### config.mk
export PLATFORM = sky130hd
export DESIGN_NAME = axis_frame_fifo_writer
export DESIGN_NICKNAME = d
export VERILOG_FILES = /design/src/rtl/axis_frame_fifo_writer.sv
export SDC_FILE = /design/constraint.sdc
export NUM_CORES = 1
export LEC_CHECK = 0
export BUFFER_PORTS_ARGS = -buffer_cell sky130_fd_sc_hd__clkbuf_2
export CORE_AREA = 2 2 49 51
export DETAILED_ROUTE_END_ITERATION = 7
export DIE_AREA = 0 0 51 53
export PLACE_DENSITY = 0.75
export SLEW_MARGIN = 20
export SYNTH_ARGS = -nofsm -noshare
export SYNTH_HDL_FRONTEND = slang
export SYNTH_SLANG_ARGS = --single-unit
### constraint.sdc
create_clock -name clk -period 2.3 [get_ports clk]
set_clock_uncertainty 0.15 [all_clocks]
set_input_delay 0.46 -clock clk [delete_from_list [all_inputs] [get_ports clk]]
set_output_delay 0.46 -clock clk [all_outputs]
set_load 0.02 [all_outputs]
### src/rtl/axis_frame_fifo_writer.sv
// rtl/axis_frame_fifo_writer.sv - AXI4-Stream slave capturing fixed-length frames into a FIFO write port
// Checks tlast framing against FRAME_LEN and flags early/missing tlast.
module axis_frame_fifo_writer #(
    parameter int FRAME_LEN  = 512,
    parameter int DATA_WIDTH = 14,
    parameter int CNT_WIDTH  = 10,
    parameter bit AUTO_REARM = 1'b0
) (
    input  logic                  clk,
    input  logic                  rst,
    input  logic                  start,
    input  logic [DATA_WIDTH-1:0] s_axis_tdata,
    input  logic                  s_axis_tvalid,
    input  logic                  s_axis_tlast,
    output logic                  s_axis_tready,
    output logic [DATA_WIDTH-1:0] din,
    output logic                  wr_en,
    input  logic                  full,
    output logic                  busy,
    output logic                  frame_done,
    output logic                  err_tlast_early,
    output logic                  err_tlast_missing,
    output logic [CNT_WIDTH-1:0]  word_cnt
);

    typedef enum logic [1:0] {
        ST_IDLE    = 2'd0,
        ST_CAPTURE = 2'd1,
        ST_DONE    = 2'd2
    } state_t;

    localparam logic [CNT_WIDTH-1:0] LP_LAST = CNT_WIDTH'(FRAME_LEN - 1);

    state_t                r_state;
    logic [CNT_WIDTH-1:0]  r_word_cnt;
    logic                  r_err_early;
    logic                  r_err_missing;
    logic                  r_frame_done;

    state_t                w_state_nxt;
    logic [CNT_WIDTH-1:0]  w_cnt_nxt;
    logic                  w_early_nxt;
    logic                  w_missing_nxt;
    logic                  w_done_nxt;
    logic                  w_ready;
    logic                  w_accept;

    // rst gates tready so no beat is taken while the state register is still being cleared
    assign w_ready  = (r_state == ST_CAPTURE) & ~full & ~rst;
    assign w_accept = s_axis_tvalid & w_ready;

    assign s_axis_tready     = w_ready;
    assign wr_en             = w_accept;
    assign din               = s_axis_tdata;
    assign busy              = (r_state != ST_IDLE);
    assign frame_done        = r_frame_done;
    assign err_tlast_early   = r_err_early;
    assign err_tlast_missing = r_err_missing;
    assign word_cnt          = r_word_cnt;

    always_ff @(posedge clk) begin
        if (rst) begin
            r_state       <= ST_IDLE;
            r_word_cnt    <= '0;
            r_err_early   <= 1'b0;
            r_err_missing <= 1'b0;
            r_frame_done  <= 1'b0;
        end else begin
            r_state       <= w_state_nxt;
            r_word_cnt    <= w_cnt_nxt;
            r_err_early   <= w_early_nxt;
            r_err_missing <= w_missing_nxt;
            r_frame_done  <= w_done_nxt;
        end
    end

    always_comb begin
        w_state_nxt   = r_state;
        w_cnt_nxt     = r_word_cnt;
        w_early_nxt   = r_err_early;
        w_missing_nxt = r_err_missing;
        w_done_nxt    = 1'b0;
        case (r_state)
            ST_IDLE: begin
                if (start) begin
                    w_state_nxt   = ST_CAPTURE;
                    w_cnt_nxt     = '0;
                    w_early_nxt   = 1'b0;
                    w_missing_nxt = 1'b0;
                end
            end
            ST_CAPTURE: begin
                if (w_accept) begin
                    if (r_word_cnt == LP_LAST) begin
                        w_cnt_nxt   = '0;
                        w_done_nxt  = 1'b1;
                        w_state_nxt = ST_DONE;
                        if (!s_axis_tlast) w_missing_nxt = 1'b1;
                    end else begin
                        // an early tlast is only recorded; the frame still runs to FRAME_LEN beats
                        w_cnt_nxt = r_word_cnt + CNT_WIDTH'(1);
                        if (s_axis_tlast) w_early_nxt = 1'b1;
                    end
                end
            end
            ST_DONE: begin
                w_state_nxt = AUTO_REARM ? ST_CAPTURE : ST_IDLE;
            end
            default: begin
                w_state_nxt = ST_IDLE;
            end
        endcase
    end

endmodule
# --- Word level (Yosys, flattened, before mapping) ---
# Index checks and enable logic that the tools add are counted.
word_totals:
  latchBits: 0
  wordCells: 47
  input_bits: 20
  mem_count: 0
  romBits: 0
  ramBits: 0
  regBits: 15
classes:
  multipliers: 0
  div: 0
  n_mux: 18
  n_eq_ne: 8
  order_cmp: 0
  bitwise_logic: 7
  shifts: 0
  n_addsub: 1
  reduce_logical: 8
op_table:
  columns: ["cell", "count"]
  rows:
  - ["2-to-1 mux 10 bit", 3]
  - ["one-hot mux 10 bit (2 select lines)", 1]
  - ["adder 10 x 1 -> 10 bit (second input constant)", 1]
  - ["equality test 10 x 9 -> 1 bit (second input constant)", 1]
  - ["!= test 2 bit (second input constant)", 5]
  - ["AND reduction 5 bit", 2]
  - ["2-to-1 mux 1 bit", 8]
  - ["2-to-1 mux 2 bit", 3]
  - ["AND reduction 3 bit", 2]
  - ["inverter 1 bit", 4]
  - ["one-hot mux 1 bit (2 select lines)", 2]
  - ["one-hot mux 2 bit (2 select lines)", 1]
  - ["nonzero test 2 bit", 2]
  - ["bitwise AND 1 bit", 3]
  - ["OR reduction 3 bit", 1]
  - ["equality test 2 x 1 -> 1 bit (second input constant)", 1]
  - ["zero test 2 bit", 1]
  - ["!= test 2 x 1 -> 1 bit (second input constant)", 1]

# --- Longest topological paths before layout ---
depth:
  ltp_word: 6
  ltp_mapped: 6
  depth_no_buf: 5

# --- Worst setup path after synthesis ---
# Ideal clock, no wire load.
synth_timing:
  path_kind: "input-to-reg"
  from: "in rst"
  to: "reg r_word_cnt[5] (netlist: word_cnt[5])"
  arrival_ns: 1.670
  t_required_ns: 2.080
  setup_time_ns: 0.070
  slack_ns: 0.410
  n_path_buf: 1
  path_stages: 5
  path_cell_list: "buf_2 nand4bb_4 a21o_1 or4_1 a21oi_1"
synth_via:
  elab_chain_len: 5
synth_lines:
  columns: ["element", "line_no", "rtl"]
  rows:
  - ["from (decl)", "10", "input logic rst,"]
  - ["inverter 1 bit", "49", "assign w_ready = (r_state == ST_CAPTURE) & ~full & ~rst;"]
  - ["bitwise AND 1 bit", "49", null]
  - ["bitwise AND 1 bit", "50", "assign w_accept = s_axis_tvalid & w_ready;"]
  - ["!= test 2 bit (no line)", null, null]
  - ["AND reduction 3 bit (no line)", null, null]
  - ["to (signal assigned)", "70", "r_word_cnt <= w_cnt_nxt;"]
  - ["to (decl)", "35", "logic [CNT_WIDTH-1:0] r_word_cnt;"]
# Several ways; a longest one is shown, not always the timed one.
# A chain may end at the register's enable or synchronous reset.

# --- Final worst setup path ---
layout_timing:
  from: "reg r_state[0]"
  to: "out wr_en"
layout_via:
  elab_chain_len: 4
layout_lines:
  columns: ["element", "line_no", "rtl"]
  rows:
  - ["from (decl)", "34", "state_t r_state;"]
  - ["from (signal assigned)", "69", "r_state <= w_state_nxt;"]
  - ["equality test 2 x 1 -> 1 bit", "49", null]
  - ["bitwise AND 1 bit (2 in series)", "49", null]
  - ["bitwise AND 1 bit", "50", null]
  - ["to (decl)", "17", "output logic wr_en,"]
# Every way passes these cells.

==> metrics.txt <==
outcome finished, final reports clean; Max Clk Rate 478 MHz; initial antenna violation count 0; Core ar. 2150 sq um; die width 51 um; Switch Pwr 120 uW; worst endpoint required time 1690 ps; Worst-Margin Slew 393 ps; Post-CTS Hold Buffers 0; Synth top area share 34.2%; Antenna Violating Nets Remaining 0; Seq pwr share 56.9%; DPL Wire Length 1390 um; RSZ-0062 raised after global routing false; Syn. warnings 0; worst reg2reg path startpoint word_cnt[0]$_SDFFE_PP0P_; Crit-path slowest cell dfxtp_1; setup TNS 0 ps; gr usage total 14.8%; Max FO, Critical Path 6; Root Driver clkbuf_4; CTS tree done; CTS sink cnt 15; beginning of the critical path r_state[0]$_SDFFE_PP0P_; Hold Path Sink err_tlast_early$_SDFFE_PP0P_; FP Rows 17; Syn Nets 123; num ports 50; data arrival time of the critical path 1480 ps; Cell Chain, Critical Path nand2b_4 > nor4b_4 > clkbuf_2; final net count 132; number of iterations in the first detailed-routing pass 4; DR vias/cell 5.62; Post-CTS Resized 0; sequential element share of the synthesized area 34.2%; I/O Buffers 21; area leader, netlist dfxtp_1; TritonCTS buffer count 3; startpoint types flop; hold path startpoint s_axis_tlast; first-pass GRT wire length 2920 um; Clk pwr share 32.9%; Die H 53 um; antenna cells 0; CTS max path bufs 2; layout cells sized above 1 26.4%; worst vdd ir 0.000246 V; critical path type flop to primary output; drt initial violations 23; synth-to-layout area growth 5.98%; Seq cells post-synth 15; Logic pwr share 10.2%; # DRC 0; Post-Syn Area 878 sq um; clock-pin transition on the worst setup and hold timing paths 90 ps; register area 300 sq um; critical path's largest stage delay 510 ps; vias in the first global route 655; Power Density 503 nW/um^2; ranking of synthesized cells by area dfxtp_1, buf_4, a21oi_1; Pins Over Slew Limit 0; Post-Syn Instances 102; Vias 776; sw frac 25.6%; crit path time final 2090 ps; area of the multi-input gates 434 sq um; Min-Delay Path Depth 3; internal power 348 uW; H-tree Lvls 1; reg-to-reg setup timing slack 310 ps; final worst path period share 90.9%; die area 2700 sq um; relative slew slack 73.6%; Starting Density 40.9%; largest net degree at the start of global routing 13; fillers 225; Crit. End Element primary output; number of max-cap violations 0; Worst-Skew Late Latency 290 ps; Hold Violations, Final 0; Synth Area per Inst 8.61 sq um; final wirelength 1910 um; DR WL/cell 13.9 um; synth unique cells 34; setup bufs post-CTS 0; Placer Congestion 0.763; global route total overflow 0; endpoints failing setup 0; FF-to-FF End err_tlast_missing$_SDFFE_PP0P_; Design Power 468 uW; Pleak 0.000353 uW; cells on worst reg2reg path 4; Min-Delay Path Class input port to flop
[synthesized netlist by cell type]
cell,n
nor4b_4,1
buf_2,3
nand2_1,7
and4_1,1
a31oi_1,3
and3b_1,1
o21ai_1,1
a21o_1,1
dfxtp_1,15
o21ai_0,1
inv_1,4
or3_1,1
a32oi_1,1
nand2b_4,1
o2111ai_1,1
a41oi_1,1
nand4bb_4,1
or4_1,2
clkbuf_2,1
buf_4,14
o31ai_1,2
nand3b_1,1
ha_1,1
xnor2_1,3
clkbuf_1,1
o22ai_1,1
nor2_1,8
nand2b_1,1
a211oi_1,4
nand3_1,5
a21oi_1,6
or3b_1,2
nand4_1,4
nor3_1,2
[worst max-delay path by stage]
| stage | end | slack (ps) | depth (start not counted) |
|---|---|---|---|
| after floorplan | word_cnt[5]$_SDFFE_PP0P_ | 410 | 5 |
| after global placement | word_cnt[9]$_SDFFE_PP0P_ | 330 | 5 |
| after detailed placement | word_cnt[9]$_SDFFE_PP0P_ | 300 | 5 |
| after CTS | wr_en | 230 | 3 |
| after global routing | wr_en | 170 | 3 |
| final | wr_en | 210 | 3 |
[metal layers]
layer | GRT usage, % | wire length, um
met2 | 21.4 | 854
met4 | 9.91 | 41
met1 | 19.6 | 866
met3 | 3.39 | 152
met5 | 0 | 0
[state kept, by name, indices dropped and copies added (netlist names)]
name / flops
r_state: 2
frame_done: 1
word_cnt: 10
err_tlast_early: 1
err_tlast_missing: 1
[stage by stage]
step / worst slack, ps / cells / util, % / cell area (sq um) / hold slack (ps)
floorplan: 410 / 102 / - / 878 / 394
global placement: 325 / 134 / 42.1 / 905 / 317
detailed placement: 295 / 134 / 42.1 / 905 / 320
CTS: 226 / 138 / 43.3 / 931 / 299
global route: 170 / 138 / 43.3 / 931 / 313
finish: 209 / 138 / 43.3 / 931 / 303
[power groups by stage]
stage               registers [uW]  clock network, uW  logic (uW)
CTS                            266                153        47.6
finish                         266                154        47.6
global placement               272                  0        47.1
global route                   267                167        52.5
detailed placement             273                  0        47.5
floorplan                      273                  0        66.0
[final cells by class]
class | instances | area share [%]
inverter | 4 | 1.61
tap | 28 | 3.76
clock buffer | 4 | 2.82
sequential | 15 | 32.3
timing repair buffer | 23 | 12.9
multi-input combinational | 64 | 46.6
[cells in the final DEF, fill, tap and decap left out, types with 3 or more instances in the layout]
cell type and instances:
nor2_1 8, xnor2_1 3, nand3_1 5, nand4_1 4
a31oi_1 3, nand2_1 7, clkbuf_2 21, a211oi_1 4
inv_1 4, clkbuf_4 3, dfxtp_1 15, a21oi_1 6
[worst max-delay path: cells and delay by family (launching register included)]
family	cells	cell delay, ps
buffers and inverters	1	230
and+or+nand+nor	2	440
DFF	1	510
[logic make-up (layout without fill, tap and decap cells)]
family          after synthesis  count (layout)  share of synthesized area (%)
buf+inv                      23              31                           16.4
xor+xnor                      3               3                           2.99
simple gates                 38              38                           28.6
flops                        15              15                           34.2
compound gates               22              22                           16.4
fa+ha+maj                     1               1                           1.42
Power figures use the tool's default switching activity.
